**config.mk**
```make
export PLATFORM = sky130hd
export DESIGN_NAME = adc_capture_sequencer
export DESIGN_NICKNAME = d
export VERILOG_FILES = /design/src/rtl/signal_types_pkg.sv /design/src/rtl/adc_trigger_detect.sv /design/src/rtl/adc_capture_sequencer.sv
export SDC_FILE = /design/constraint.sdc
export NUM_CORES = 1
export LEC_CHECK = 0
export CORE_UTILIZATION = 26
export DETAILED_ROUTE_END_ITERATION = 12
export PLACE_DENSITY = 0.48
export SLEW_MARGIN = 30
export SYNTH_ARGS = -nofsm -noshare
export SYNTH_HDL_FRONTEND = slang
export SYNTH_SLANG_ARGS = --single-unit
```
**constraint.sdc**
```tcl
create_clock -name sys_clk -period 2.9 [get_ports sys_clk]
set_input_delay 0.435 -clock sys_clk [delete_from_list [all_inputs] [get_ports sys_clk]]
set_output_delay 0.435 -clock sys_clk [all_outputs]
set_load 0.02 [all_outputs]
```
**src/rtl/signal_types_pkg.sv**
```systemverilog
// Shared ADC-side types: sample layout, capture-sequencer states and trigger modes.
package signal_types_pkg;

    typedef struct packed {
        logic signed [15:0] ch1;
        logic signed [15:0] ch0;
    } adc_sample_t;

    typedef enum logic [2:0] {
        IDLE      = 3'd0,
        WAIT_TRIG = 3'd1,
        START     = 3'd2,
        CAPTURE   = 3'd3,
        HOLDOFF   = 3'd4,
        DRAIN     = 3'd5
    } seq_state_t;

    typedef enum logic [1:0] {
        TRIG_IMMEDIATE = 2'd0,
        TRIG_SOFTWARE  = 2'd1,
        TRIG_RISING    = 2'd2,
        TRIG_FALLING   = 2'd3
    } trig_mode_t;

    function automatic logic signed [15:0] adc_ch0(input adc_sample_t s);
        return s.ch0;
    endfunction

endpackage

```
**src/rtl/adc_trigger_detect.sv**
```systemverilog
// Trigger qualifier for the capture sequencer: ch0 level crossing with one-sample history.
module adc_trigger_detect
    import signal_types_pkg::*;
(
    input  logic               sys_clk,
    input  logic               sys_rst_n,
    input  logic               clear,
    input  logic               sw_edge,
    input  trig_mode_t         mode,
    input  logic signed [15:0] level,
    input  adc_sample_t        sample,
    output logic               trig_o
);

    logic signed [15:0] cur_ch0;
    logic signed [15:0] prev_ch0;
    logic               hist_valid;
    logic               unused_ch1;

    assign cur_ch0    = adc_ch0(sample);
    assign unused_ch1 = ^sample.ch1;

    // History is held cleared outside the trigger wait, so the entry cycle never has a prev sample.
    always_ff @(posedge sys_clk or negedge sys_rst_n) begin
        if (!sys_rst_n) begin
            prev_ch0   <= '0;
            hist_valid <= 1'b0;
        end else if (clear) begin
            prev_ch0   <= '0;
            hist_valid <= 1'b0;
        end else begin
            prev_ch0   <= cur_ch0;
            hist_valid <= 1'b1;
        end
    end

    always_comb begin
        trig_o = 1'b0;
        case (mode)
            TRIG_IMMEDIATE: trig_o = 1'b1;
            TRIG_SOFTWARE:  trig_o = sw_edge;
            TRIG_RISING:    trig_o = hist_valid && (prev_ch0 < level) && (cur_ch0 >= level);
            TRIG_FALLING:   trig_o = hist_valid && (prev_ch0 > level) && (cur_ch0 <= level);
            default:        trig_o = 1'b0;
        endcase
    end

endmodule

```
**src/rtl/adc_capture_sequencer.sv**
```systemverilog
// Burst capture sequencer: arms from CSRs, waits for a trigger, pulses the capture
// controller, waits for its done and applies holdoff, with timeout and abort handling.
module adc_capture_sequencer
    import signal_types_pkg::*;
#(
    parameter int unsigned COUNT_W   = 8,
    parameter int unsigned HOLDOFF_W = 24,
    parameter int unsigned TIMEOUT_W = 28
) (
    input  logic                 sys_clk,
    input  logic                 sys_rst_n,
    input  logic                 csr_arm_i,
    input  logic                 csr_abort_i,
    input  logic                 csr_sw_trig_i,
    input  logic [1:0]           csr_trig_mode_i,
    input  logic [15:0]          csr_trig_level_i,
    input  logic [COUNT_W-1:0]   csr_burst_count_i,
    input  logic [HOLDOFF_W-1:0] csr_holdoff_i,
    input  logic [TIMEOUT_W-1:0] csr_timeout_i,
    input  adc_sample_t          adc_sample_in,
    output logic                 cap_start_o,
    input  logic                 cap_done_i,
    output logic                 csr_busy_o,
    output logic                 csr_done_o,
    output logic                 csr_timeout_o,
    output logic                 csr_aborted_o,
    output logic [COUNT_W-1:0]   csr_captures_o,
    output logic [2:0]           csr_state_o,
    output logic                 irq_o
);

    seq_state_t state, next_state;

    logic arm_d, abort_d, sw_d, done_d;
    logic arm_edge, abort_edge, sw_edge, done_edge;

    trig_mode_t           mode_q;
    logic signed [15:0]   level_q;
    logic [COUNT_W-1:0]   burst_q;
    logic [HOLDOFF_W-1:0] holdoff_q;
    logic [TIMEOUT_W-1:0] timeout_q;

    logic [HOLDOFF_W-1:0] hold_cnt;
    logic [TIMEOUT_W-1:0] tmo_cnt;
    logic                 drain_done_q;

    logic trig;
    logic last_capture;
    logic load_shadow, set_done, set_timeout, set_aborted, count_capture, drain_note;

    assign arm_edge   = csr_arm_i & ~arm_d;
    assign abort_edge = csr_abort_i & ~abort_d;
    assign sw_edge    = csr_sw_trig_i & ~sw_d;
    assign done_edge  = cap_done_i & ~done_d;

    assign last_capture = (csr_captures_o + COUNT_W'(1)) == burst_q;

    assign cap_start_o = (state == START);
    assign csr_busy_o  = (state != IDLE);
    assign csr_state_o = state;

    adc_trigger_detect u_trig (
        .sys_clk   (sys_clk),
        .sys_rst_n (sys_rst_n),
        .clear     (state != WAIT_TRIG),
        .sw_edge   (sw_edge),
        .mode      (mode_q),
        .level     (level_q),
        .sample    (adc_sample_in),
        .trig_o    (trig)
    );

    always_ff @(posedge sys_clk or negedge sys_rst_n) begin
        if (!sys_rst_n) begin
            state <= IDLE;
        end else begin
            state <= next_state;
        end
    end

    always_comb begin
        next_state    = state;
        load_shadow   = 1'b0;
        set_done      = 1'b0;
        set_timeout   = 1'b0;
        set_aborted   = 1'b0;
        count_capture = 1'b0;
        drain_note    = 1'b0;
        case (state)
            IDLE: begin
                if (arm_edge) begin
                    load_shadow = 1'b1;
                    next_state  = WAIT_TRIG;
                end
            end
            WAIT_TRIG: begin
                if (abort_edge) begin
                    set_aborted = 1'b1;
                    next_state  = IDLE;
                end else if (trig) begin
                    next_state = START;
                end else if ((timeout_q != '0) && (tmo_cnt == timeout_q - TIMEOUT_W'(1))) begin
                    set_timeout = 1'b1;
                    next_state  = IDLE;
                end
            end
            START: begin
                next_state = abort_edge ? DRAIN : CAPTURE;
            end
            CAPTURE: begin
                // A done edge coinciding with abort is remembered so DRAIN exits on the next cycle.
                if (abort_edge) begin
                    next_state = DRAIN;
                    drain_note = done_edge;
                end else if (done_edge) begin
                    count_capture = 1'b1;
                    if (last_capture) begin
                        set_done   = 1'b1;
                        next_state = IDLE;
                    end else if (holdoff_q == '0) begin
                        next_state = WAIT_TRIG;
                    end else begin
                        next_state = HOLDOFF;
                    end
                end
            end
            HOLDOFF: begin
                if (abort_edge) begin
                    set_aborted = 1'b1;
                    next_state  = IDLE;
                end else if (hold_cnt == holdoff_q - HOLDOFF_W'(1)) begin
                    next_state = WAIT_TRIG;
                end
            end
            DRAIN: begin
                if (done_edge || drain_done_q) begin
                    set_aborted = 1'b1;
                    next_state  = IDLE;
                end
            end
            default: next_state = IDLE;
        endcase
    end

    always_ff @(posedge sys_clk or negedge sys_rst_n) begin
        if (!sys_rst_n) begin
            arm_d          <= 1'b0;
            abort_d        <= 1'b0;
            sw_d           <= 1'b0;
            done_d         <= 1'b0;
            mode_q         <= TRIG_IMMEDIATE;
            level_q        <= '0;
            burst_q        <= '0;
            holdoff_q      <= '0;
            timeout_q      <= '0;
            hold_cnt       <= '0;
            tmo_cnt        <= '0;
            drain_done_q   <= 1'b0;
            csr_done_o     <= 1'b0;
            csr_timeout_o  <= 1'b0;
            csr_aborted_o  <= 1'b0;
            csr_captures_o <= '0;
            irq_o          <= 1'b0;
        end else begin
            arm_d   <= csr_arm_i;
            abort_d <= csr_abort_i;
            sw_d    <= csr_sw_trig_i;
            done_d  <= cap_done_i;

            if (load_shadow) begin
                mode_q         <= trig_mode_t'(csr_trig_mode_i);
                level_q        <= csr_trig_level_i;
                burst_q        <= (csr_burst_count_i == '0) ? COUNT_W'(1) : csr_burst_count_i;
                holdoff_q      <= csr_holdoff_i;
                timeout_q      <= csr_timeout_i;
                csr_done_o     <= 1'b0;
                csr_timeout_o  <= 1'b0;
                csr_aborted_o  <= 1'b0;
                csr_captures_o <= '0;
            end else begin
                if (set_done)    csr_done_o    <= 1'b1;
                if (set_timeout) csr_timeout_o <= 1'b1;
                if (set_aborted) csr_aborted_o <= 1'b1;
                if (count_capture && (csr_captures_o != burst_q))
                    csr_captures_o <= csr_captures_o + COUNT_W'(1);
            end

            tmo_cnt  <= (state == WAIT_TRIG) ? tmo_cnt + TIMEOUT_W'(1) : '0;
            hold_cnt <= (state == HOLDOFF) ? hold_cnt + HOLDOFF_W'(1) : '0;

            if (next_state != DRAIN) drain_done_q <= 1'b0;
            else if (drain_note)     drain_done_q <= 1'b1;

            irq_o <= (state != IDLE) && (next_state == IDLE);
        end
    end

endmodule

```
Word-level counts from Yosys, hierarchy flattened
Index checks and enable logic that the tools add are counted.
{"block": "op_classes", "n_addsub": 5, "n_lt_le_gt_ge": 4, "n_eq_ne": 14, "mux": 47, "bitwise": 8, "n_reduce_logical": 21}
{"cell": "$mux W3", "n": 12}
{"cell": "$add A28 B1 Y28 const B", "n": 1}
{"cell": "$eq A28 B28 Y1", "n": 1}
{"cell": "$mux W28", "n": 1}
{"cell": "$reduce_bool A28 Y1", "n": 1}
{"cell": "$sub A28 B1 Y28 const B", "n": 1}
{"cell": "$mux W1", "n": 26}
{"cell": "$add A24 B1 Y24 const B", "n": 1}
{"cell": "$eq A24 B24 Y1", "n": 1}
{"cell": "$logic_not A24 Y1", "n": 1}
{"cell": "$mux W24", "n": 1}
{"cell": "$mux W8", "n": 3}
{"cell": "$sub A24 B1 Y24 const B", "n": 1}
{"cell": "$pmux W3 S6", "n": 1}
{"cell": "$ge A16 B16 Y1", "n": 1}
{"cell": "$gt A16 B16 Y1", "n": 1}
{"cell": "$le A16 B16 Y1", "n": 1}
{"cell": "$lt A16 B16 Y1", "n": 1}
{"cell": "$mux W16", "n": 1}
{"cell": "$reduce_bool A2 Y1", "n": 5}
{"cell": "$add A8 B1 Y8 const B", "n": 1}
{"cell": "$eq A8 B8 Y1", "n": 1}
{"cell": "$logic_not A8 Y1", "n": 1}
{"cell": "$ne A8 B8 Y1", "n": 1}
{"cell": "other kinds (17)", "n": 33}
{"block": "word_totals", "ff_bits": 167, "in_bits": 116, "output_inout_bits": 17}

Depth between registers and ports, before layout
Gate-level depths: netlist (run 1).
{"block": "logic_depth", "word_depth": 9, "ltp_mapped": 12}

Hierarchy
From an unflattened synthesis (run 1), not the netlist that was laid out.
{"block": "hier_totals", "cells_unflattened": 1123, "area_unflattened_um2": 9844.4}
{"mod": "adc_capture_sequencer", "instances": 1, "cells_each": 978, "area_each_um2": 8434.3, "seq_area_each_um2": 3753.6}
{"mod": "adc_trigger_detect", "instances": 1, "cells_each": 145, "area_each_um2": 1410.1, "seq_area_each_um2": 425.4}

Least setup slack after synthesis (run 1)
No wires, ideal clock.
{"block": "synth_timing", "path_kind": "register to register", "from": "reg holdoff_q[6]", "to": "reg drain_done_q", "arrival_ns": 3.087, "t_required_ns": 2.833, "path_slack_ns": -0.254, "path_stages_with_launch": 10, "n_path_buf": 0, "period_less_slack_ns": 3.154, "path_cell_list": "dfrtp_1 -> or4_4 -> nor4_4 -> a31oi_1 -> or4b_1 -> nor4_1 -> nand4_1 -> or4b_1 -> o211ai_2 -> and3_1"}
{"block": "synth_between", "elab_chain_len": 8, "elab_cells_between_ends": 13}
{"item": "start, declared", "line_no": "adc_capture_sequencer.sv:40", "rtl": "logic [HOLDOFF_W-1:0] holdoff_q;"}
{"item": "start signal, assigned", "line_no": "adc_capture_sequencer.sv:174", "rtl": "holdoff_q <= csr_holdoff_i;"}
{"item": "branches (longest 5 deep; another with $sub A24 B1 Y24)"}
{"item": "$pmux W3 S6 *", "line_no": "adc_capture_sequencer.sv:89", "rtl": "case (state)"}
{"item": "named net next_state[0]", "line_no": "adc_capture_sequencer.sv:32", "rtl": "seq_state_t state, next_state;"}
{"item": "$ne A3 B3 Y1 *", "line_no": "adc_capture_sequencer.sv:191", "rtl": "if (next_state != DRAIN) drain_done_q <= 1'b0;"}
{"item": "$mux W1 / $reduce_bool A2 Y1 (equally long branches)"}
{"item": "end signal, assigned", "line_no": "adc_capture_sequencer.sv:158", "rtl": "drain_done_q <= 1'b0;"}
{"item": "end signal, assigned", "line_no": "adc_capture_sequencer.sv:191"}
{"item": "end signal, assigned", "line_no": "adc_capture_sequencer.sv:192", "rtl": "else if (drain_note) drain_done_q <= 1'b1;"}
{"item": "end, declared", "line_no": "adc_capture_sequencer.sv:45", "rtl": "logic drain_done_q;"}
Mark *: on every way through the listed nets, which the timed path passes.
A chain may end at the register's enable or synchronous reset.

Worst setup path in the final report (run 1)
Ends and elaborated chain as after synthesis.

==> reports/metrics.yaml, run 1 <==
pwr:
  p_leak_nw: 5.64
  ir_drop_uv: 418
  power_density_nw_per_um2: 845
  p_total_mw: 10.8
timing:
  hold_violations: 0
  fmax_mhz: 318
  worst_slew_pin_slew_ns: 0.786
  min_period_ns: 3.15
  hold_slack_ns: 0.00236
  setup_viol_count_final: 4
  slew_viol_final: 0
  relSlewSlack_pct: 47.4
  rsz0062_at_grt: "true"
  clock_skew_ns: 0.0151
  layout_setup_ws_ns: -0.247
  period_share_pct: 109
yosys:
  synth_area_leaders: "dfrtp_1 (43%), nand2_1 (9.4%), xor2_1 (6.3%)"
  yosysWarnings: 0
  synth_area_sq_um: 9610
  synth_top_area_share_pct: 43.5
  synth_area_leader_cell: "dfrtp_1"
  synthesis.nets: 1256
  yosysSeqAreaShare_pct: 43.5
  async_flop_share_pct: 100
  ys_types: 69
  ys.flop_type: "dfrtp_1"
  ys_seq_elements: 167
  synth-edff-count: 0
  postSynthCellCount: 1103
  syn_avg_cell_area_sq_um: 8.71
cells_and_area:
  layout_common_cells: "nand2_1 (240), dfrtp_1 (167), clkdlybuf4s50_1 (115)"
  mostFrequentLayoutCell: "nand2_1"
  n_antenna_cell: 0
  area_growth_pct: 32.8
  post-route-util_pct: 34.9
  final_cells: 1783
  finalNetCount: 1455
  layout-drive-gt1-share_pct: 13.7
placement:
  dp.cells: 1747
  hpwl_mm: 19.9
  dp_slack_ns: -0.311
  portBuffers: 116
  place_congestion: 0.806
clock_tree:
  clkSinkCount: 167
  cts_root_buffer: "clkbuf_16"
  numCtsBuffers: 17
  cts_tree: "yes"
  cts_buffer_depth: 2
  clk_latency_ns: 0.45
  cts.clk_slew.worst_paths_ns: 0.08
  htreeDepth: 4
  cts_hold_buf: 0
worst_setup_path:
  critPathArrivalTime_ns: 3.54
  crit_family: "simple AND/OR/NAND/NOR gates"
  critPathRequiredTime_ns: 3.29
  timing.critical_path.to_type: "flip-flop"
  crit_buf_inv: 0
  critPathKind: "reg2reg"
  crit_path_max_incr_delay_ns: 0.58
  slowest_stage: "or4_4"
  cp_max_fo: 7
  path_cells: "or4_4 > nor4_4 > a31oi_1 > or4b_1 > nor4_1 > nand4_1 > or4b_4 > o211ai_2 > and3_1"
  crit_path_start_kind: "flip-flop"
global_route:
  gr-total-overflow: 0
  antenna_found_initial: 0
  grt_max_degree: 73
  grt_pass1_wl_mm: 44.8
  grt_pass1_vias: 8618
  grt_usage_pct: 14.9
detailed_routing:
  drt_iter0_markers: 457
  drc_errors: 0
  ant_nets: 0
  vias: 8301
  firstDrtPassIters: 4
  wire_per_inst_um: 15.0
  viasPerCell: 4.66
  routed_wl_mm: 26.8
flow_run:
  drv_cap: 0
outcome:
  violations: "negative setup slack"
  status: "complete, but fails checks"
floorplanning:
  core_area_sq_um: 36500
  num_io_pins: 133
  dieArea_sq_um: 37700
  start_util_pct: 26.3
  num_rows: 70
  die_h_um: 194
  dieWidth_um: 194
min_path:
  hold_class: "in2async"
[metrics by stage]
stage / instance area (sq um) / setup TNS [ns]
2_1_floorplan: 9630 / -0.167
3_3_place_gp: 12000 / -1.10
3_5_place_dp: 12000 / -1.32
4_1_cts: 12600 / -0.736
5_1_grt: 12800 / -1.60
6_report: 12800 / -0.663
[flip-flops by register name, indices dropped and copies added, names as in the netlist, 2 cells and up]
signal / cells
level_q: 16
mode_q: 2
csr_state_o: 3
tmo_cnt: 28
timeout_q: 28
csr_captures_o: 8
hold_cnt: 24
burst_q: 8
holdoff_q: 24
u_trig.prev_ch0: 16
[where the power goes]
part	total, mW	switching, mW	internal, mW
Combinational	5.03	2.70	2.32
Sequential	3.50	0.530	2.97
Clock	2.25	1.05	1.20
Total	10.8	4.28	6.49
[cell usage after synthesis, drive strengths merged (3+ instances only)]
cell type / number
or4: 10
buf: 8
and2: 17
nand3: 41
o31ai: 7
and4: 7
or2: 4
inv: 31
nor2: 93
mux2i: 6
nand2b: 11
nor4b: 4
o2111ai: 3
o211ai: 7
nand4b: 4
nor4: 16
xor2: 69
nand2: 240
o21ai: 48
a2111oi: 3
or3b: 3
a21oi: 28
or3: 11
nand4: 30
ha: 37
nor2b: 8
xnor2: 50
and3: 14
dfrtp: 167
a21o: 6
o22ai: 4
o21a: 3
a211o: 3
nor3: 39
a31oi: 7
clkbuf: 37
a211oi: 4
or4b: 3
[worst reg2reg max path, stage by stage, from the launching register on]
cell      delay [ns]
dfrtp_1         0.38
or4_4           0.58
nor4_4          0.33
a31oi_1         0.15
or4b_1          0.53
nor4_1          0.17
nand4_1         0.18
or4b_4          0.52
o211ai_2        0.09
and3_1          0.17
[repair_timing]
action,in CTS,in global routing
setup buffers,2,2
pin swaps,4,8
setup endpoints to repair,6,6
resized for setup,12,20
[cell families (layout without fill, tap and decap cells)]
| kind of cell | count (synthesis) | after routing | synth area share, % |
|---|---|---|---|
| muxes | 8 | 8 | 0.859 |
| adders and majority gates | 37 | 37 | 4.82 |
| AOI/OAI and AO/OA | 136 | 136 | 8.89 |
| and+or+nand+nor | 560 | 560 | 27.9 |
| buffers and inverters | 76 | 288 | 3.15 |
| DFF | 167 | 167 | 43.5 |
| xor gates and xnor gates | 119 | 119 | 10.8 |
[layer usage]
metal / global-route usage (%) / vias to the layer above / share of wire, %
met5: 0 / - / 0
met4: 3.41 / 0 / 0.84
met3: 3.25 / 15 / 2.9
met2: 24.8 / 99 / 48
met1: 19.6 / 4009 / 48
li1: - / 4178 / -
[final cells by class]
type	instances	area [sq um]
inverters	31	116
repair buffers	225	2010
well taps	468	586
clock buffers	18	429
clock inverters	14	143
fillers	3761	23800
multi-input cells	860	5300
flip-flops and latches	167	4180
[final timing paths]
kind                       slack [ns]          from  cells past startpoint            endpoint
min                             0.002     sys_rst_n                      1        hold_cnt[10]
min reg2reg                      0.50    burst_q[7]                      2          burst_q[7]
min in group sys_clk             0.46    cap_done_i                      1              done_d
max reg2reg                     -0.25  holdoff_q[6]                      9        drain_done_q
max                             -0.25  holdoff_q[6]                      9        drain_done_q
max in group asynchronous        2.15     sys_rst_n                      2  u_trig.prev_ch0[1]
Note: power is estimated with default switching activity, not from simulation.
==> run 2: changes to the inputs <==
Settings changed: PLACE_DENSITY 0.48 to default.
Clock period 2.9 ns to 3.54 ns, I/O delays scaled along.
==> reports/metrics.yaml, run 2 (synthesis results as in run 1) <==
worst_setup_path:
  crit_buf_inv: 0
  r2r-end: "drain_done_q"
  timing.critical_path.to_type: "flip-flop"
  critPathKind: "reg2reg"
  cp_max_fo: 8
  slowest_stage: "or4_4"
  critPathRequiredTime_ns: 3.91
  critPathArrivalTime_ns: 3.79
  crit_family: "simple AND/OR/NAND/NOR gates"
  crit_path_start_kind: "flip-flop"
  ff2ff_setup_slack_ns: 0.11
  r2r_cells: 9
  path_cells: "or4_4 > nor4_4 > a31oi_1 > or4b_1 > nor4_1 > nand4_1 > or4b_4 > o211ai_2 > and3_1"
  rr_startpoint: "holdoff_q[6]"
  critPathLaunch: "holdoff_q[6]"
  crit_path_max_incr_delay_ns: 0.57
clock_tree:
  numCtsBuffers: 17
  clkSinkCount: 167
  clk_latency_ns: 0.44
  cts_tree: "yes"
  cts.clk_slew.worst_paths_ns: 0.07
  cts_root_buffer: "clkbuf_16"
  htreeDepth: 4
  cts_hold_buf: 0
  cts_buffer_depth: 2
pwr:
  p_leak_nw: 5.22
  p_total_mw: 8.12
  power_density_nw_per_um2: 676
  ir_drop_uv: 314
global_route:
  grt_max_degree: 84
  grt_pass1_wl_mm: 41.2
  grt_pass1_vias: 8106
  grt_usage_pct: 13.6
  gr-total-overflow: 0
  antenna_found_initial: 1
timing:
  fin_tns_setup_ns: 0
  relSlewSlack_pct: 46.7
  fmax_mhz: 292
  setup_viol_count_final: 0
  period_share_pct: 96.8
  layout_setup_ws_ns: 0.115
  hold_violations: 0
  rsz0062_at_grt: "false"
  clock_skew_ns: 0.0115
  min_period_ns: 3.43
  worst_slew_pin_slew_ns: 0.796
  hold_slack_ns: 0.0889
  slew_viol_final: 0
floorplanning:
  die_h_um: 194
  num_rows: 70
  dieWidth_um: 194
  dieArea_sq_um: 37700
  num_io_pins: 133
  core_area_sq_um: 36500
  start_util_pct: 26.3
cells_and_area:
  fill_cells: 3711
  post-route-util_pct: 32.9
  reg.largest.list: "timeout_q x28, tmo_cnt x28"
  layout_common_cells: "nand2_1 (240), dfrtp_1 (167), clkdlybuf4s50_1 (115)"
  area_growth_pct: 25.0
  layout-drive-gt1-share_pct: 6.97
  finalNetCount: 1373
  mostFrequentLayoutCell: "nand2_1"
placement:
  place_congestion: 0.824
  dp_slack_ns: 0.0346
  hpwl_mm: 18.6
  portBuffers: 116
detailed_routing:
  drt_iter0_markers: 467
  routed_wl_mm: 24.9
  ant_nets: 0
  wire_per_inst_um: 14.6
  vias: 8068
  firstDrtPassIters: 4
  viasPerCell: 4.74
  drc_errors: 0
outcome:
  status: "finished clean"
min_path:
  hold_class: "in2async"
flow_run:
  drv_cap: 0
run 2: worst max path at each step:
stage	endpoint	slack, ns	cells past startpoint
after CTS	drain_done_q	0.04	9
after global placement	drain_done_q	0.06	9
after global routing	drain_done_q	0.005	9
after floorplan	drain_done_q	0.39	9
final	drain_done_q	0.11	9
after detailed placement	drain_done_q	0.03	9
run 2: metrics by stage:
step	cell area, sq um	cells
floorplan	9610	1103
global placement	11400	1668
detailed placement	11400	1668
CTS	12000	1700
global route	12000	1701
finish	12000	1702
run 2: worst reg2reg max path, cell delays in order (launching register included):
cell and delay [ns]:
dfrtp_1 0.38, or4_4 0.57, nor4_4 0.53, a31oi_1 0.14, or4b_1 0.55, nor4_1 0.18
nand4_1 0.20, or4b_4 0.53, o211ai_2 0.10, and3_1 0.18
run 2: area by class of cell:
| class | count | area, sq um | share of cell area, % |
|---|---|---|---|
| multi-input combinational | 860 | 5150 | 42.9 |
| sequential | 167 | 4180 | 34.8 |
| timing repair buffer | 143 | 1390 | 11.6 |
| tap | 468 | 586 | 4.87 |
| clock buffer | 17 | 425 | 3.54 |
| clock inverter | 15 | 163 | 1.35 |
| inverter | 31 | 116 | 0.969 |
| antenna | 1 | 2.50 | 0.0208 |
run 2: report_power, final:
| group | internal [mW] | switching [mW] | leakage [nW] |
|---|---|---|---|
| sequential | 2.43 | 0.529 | 2.19 |
| clock | 1.00 | 0.877 | 0.293 |
| combinational | 1.40 | 1.88 | 2.74 |
| total | 4.83 | 3.28 | 5.22 |
run 2: metal layers:
layer,global-route usage [%],up-vias,part of all wire [%]
met3,3.10,27,4.1
met2,22.4,141,47
met1,17.6,3887,48
met5,0,-,0.044
met4,4.26,2,1.4
li1,-,4011,-
run 2: what timing repair did:
item / in CTS / in global routing
buffers inserted: 0 / 1
gates resized for setup: 0 / 6
endpoints found under the setup margin: 1 / 2
pin swaps: 1 / 3
endpoints found under the hold margin: 0 / 0
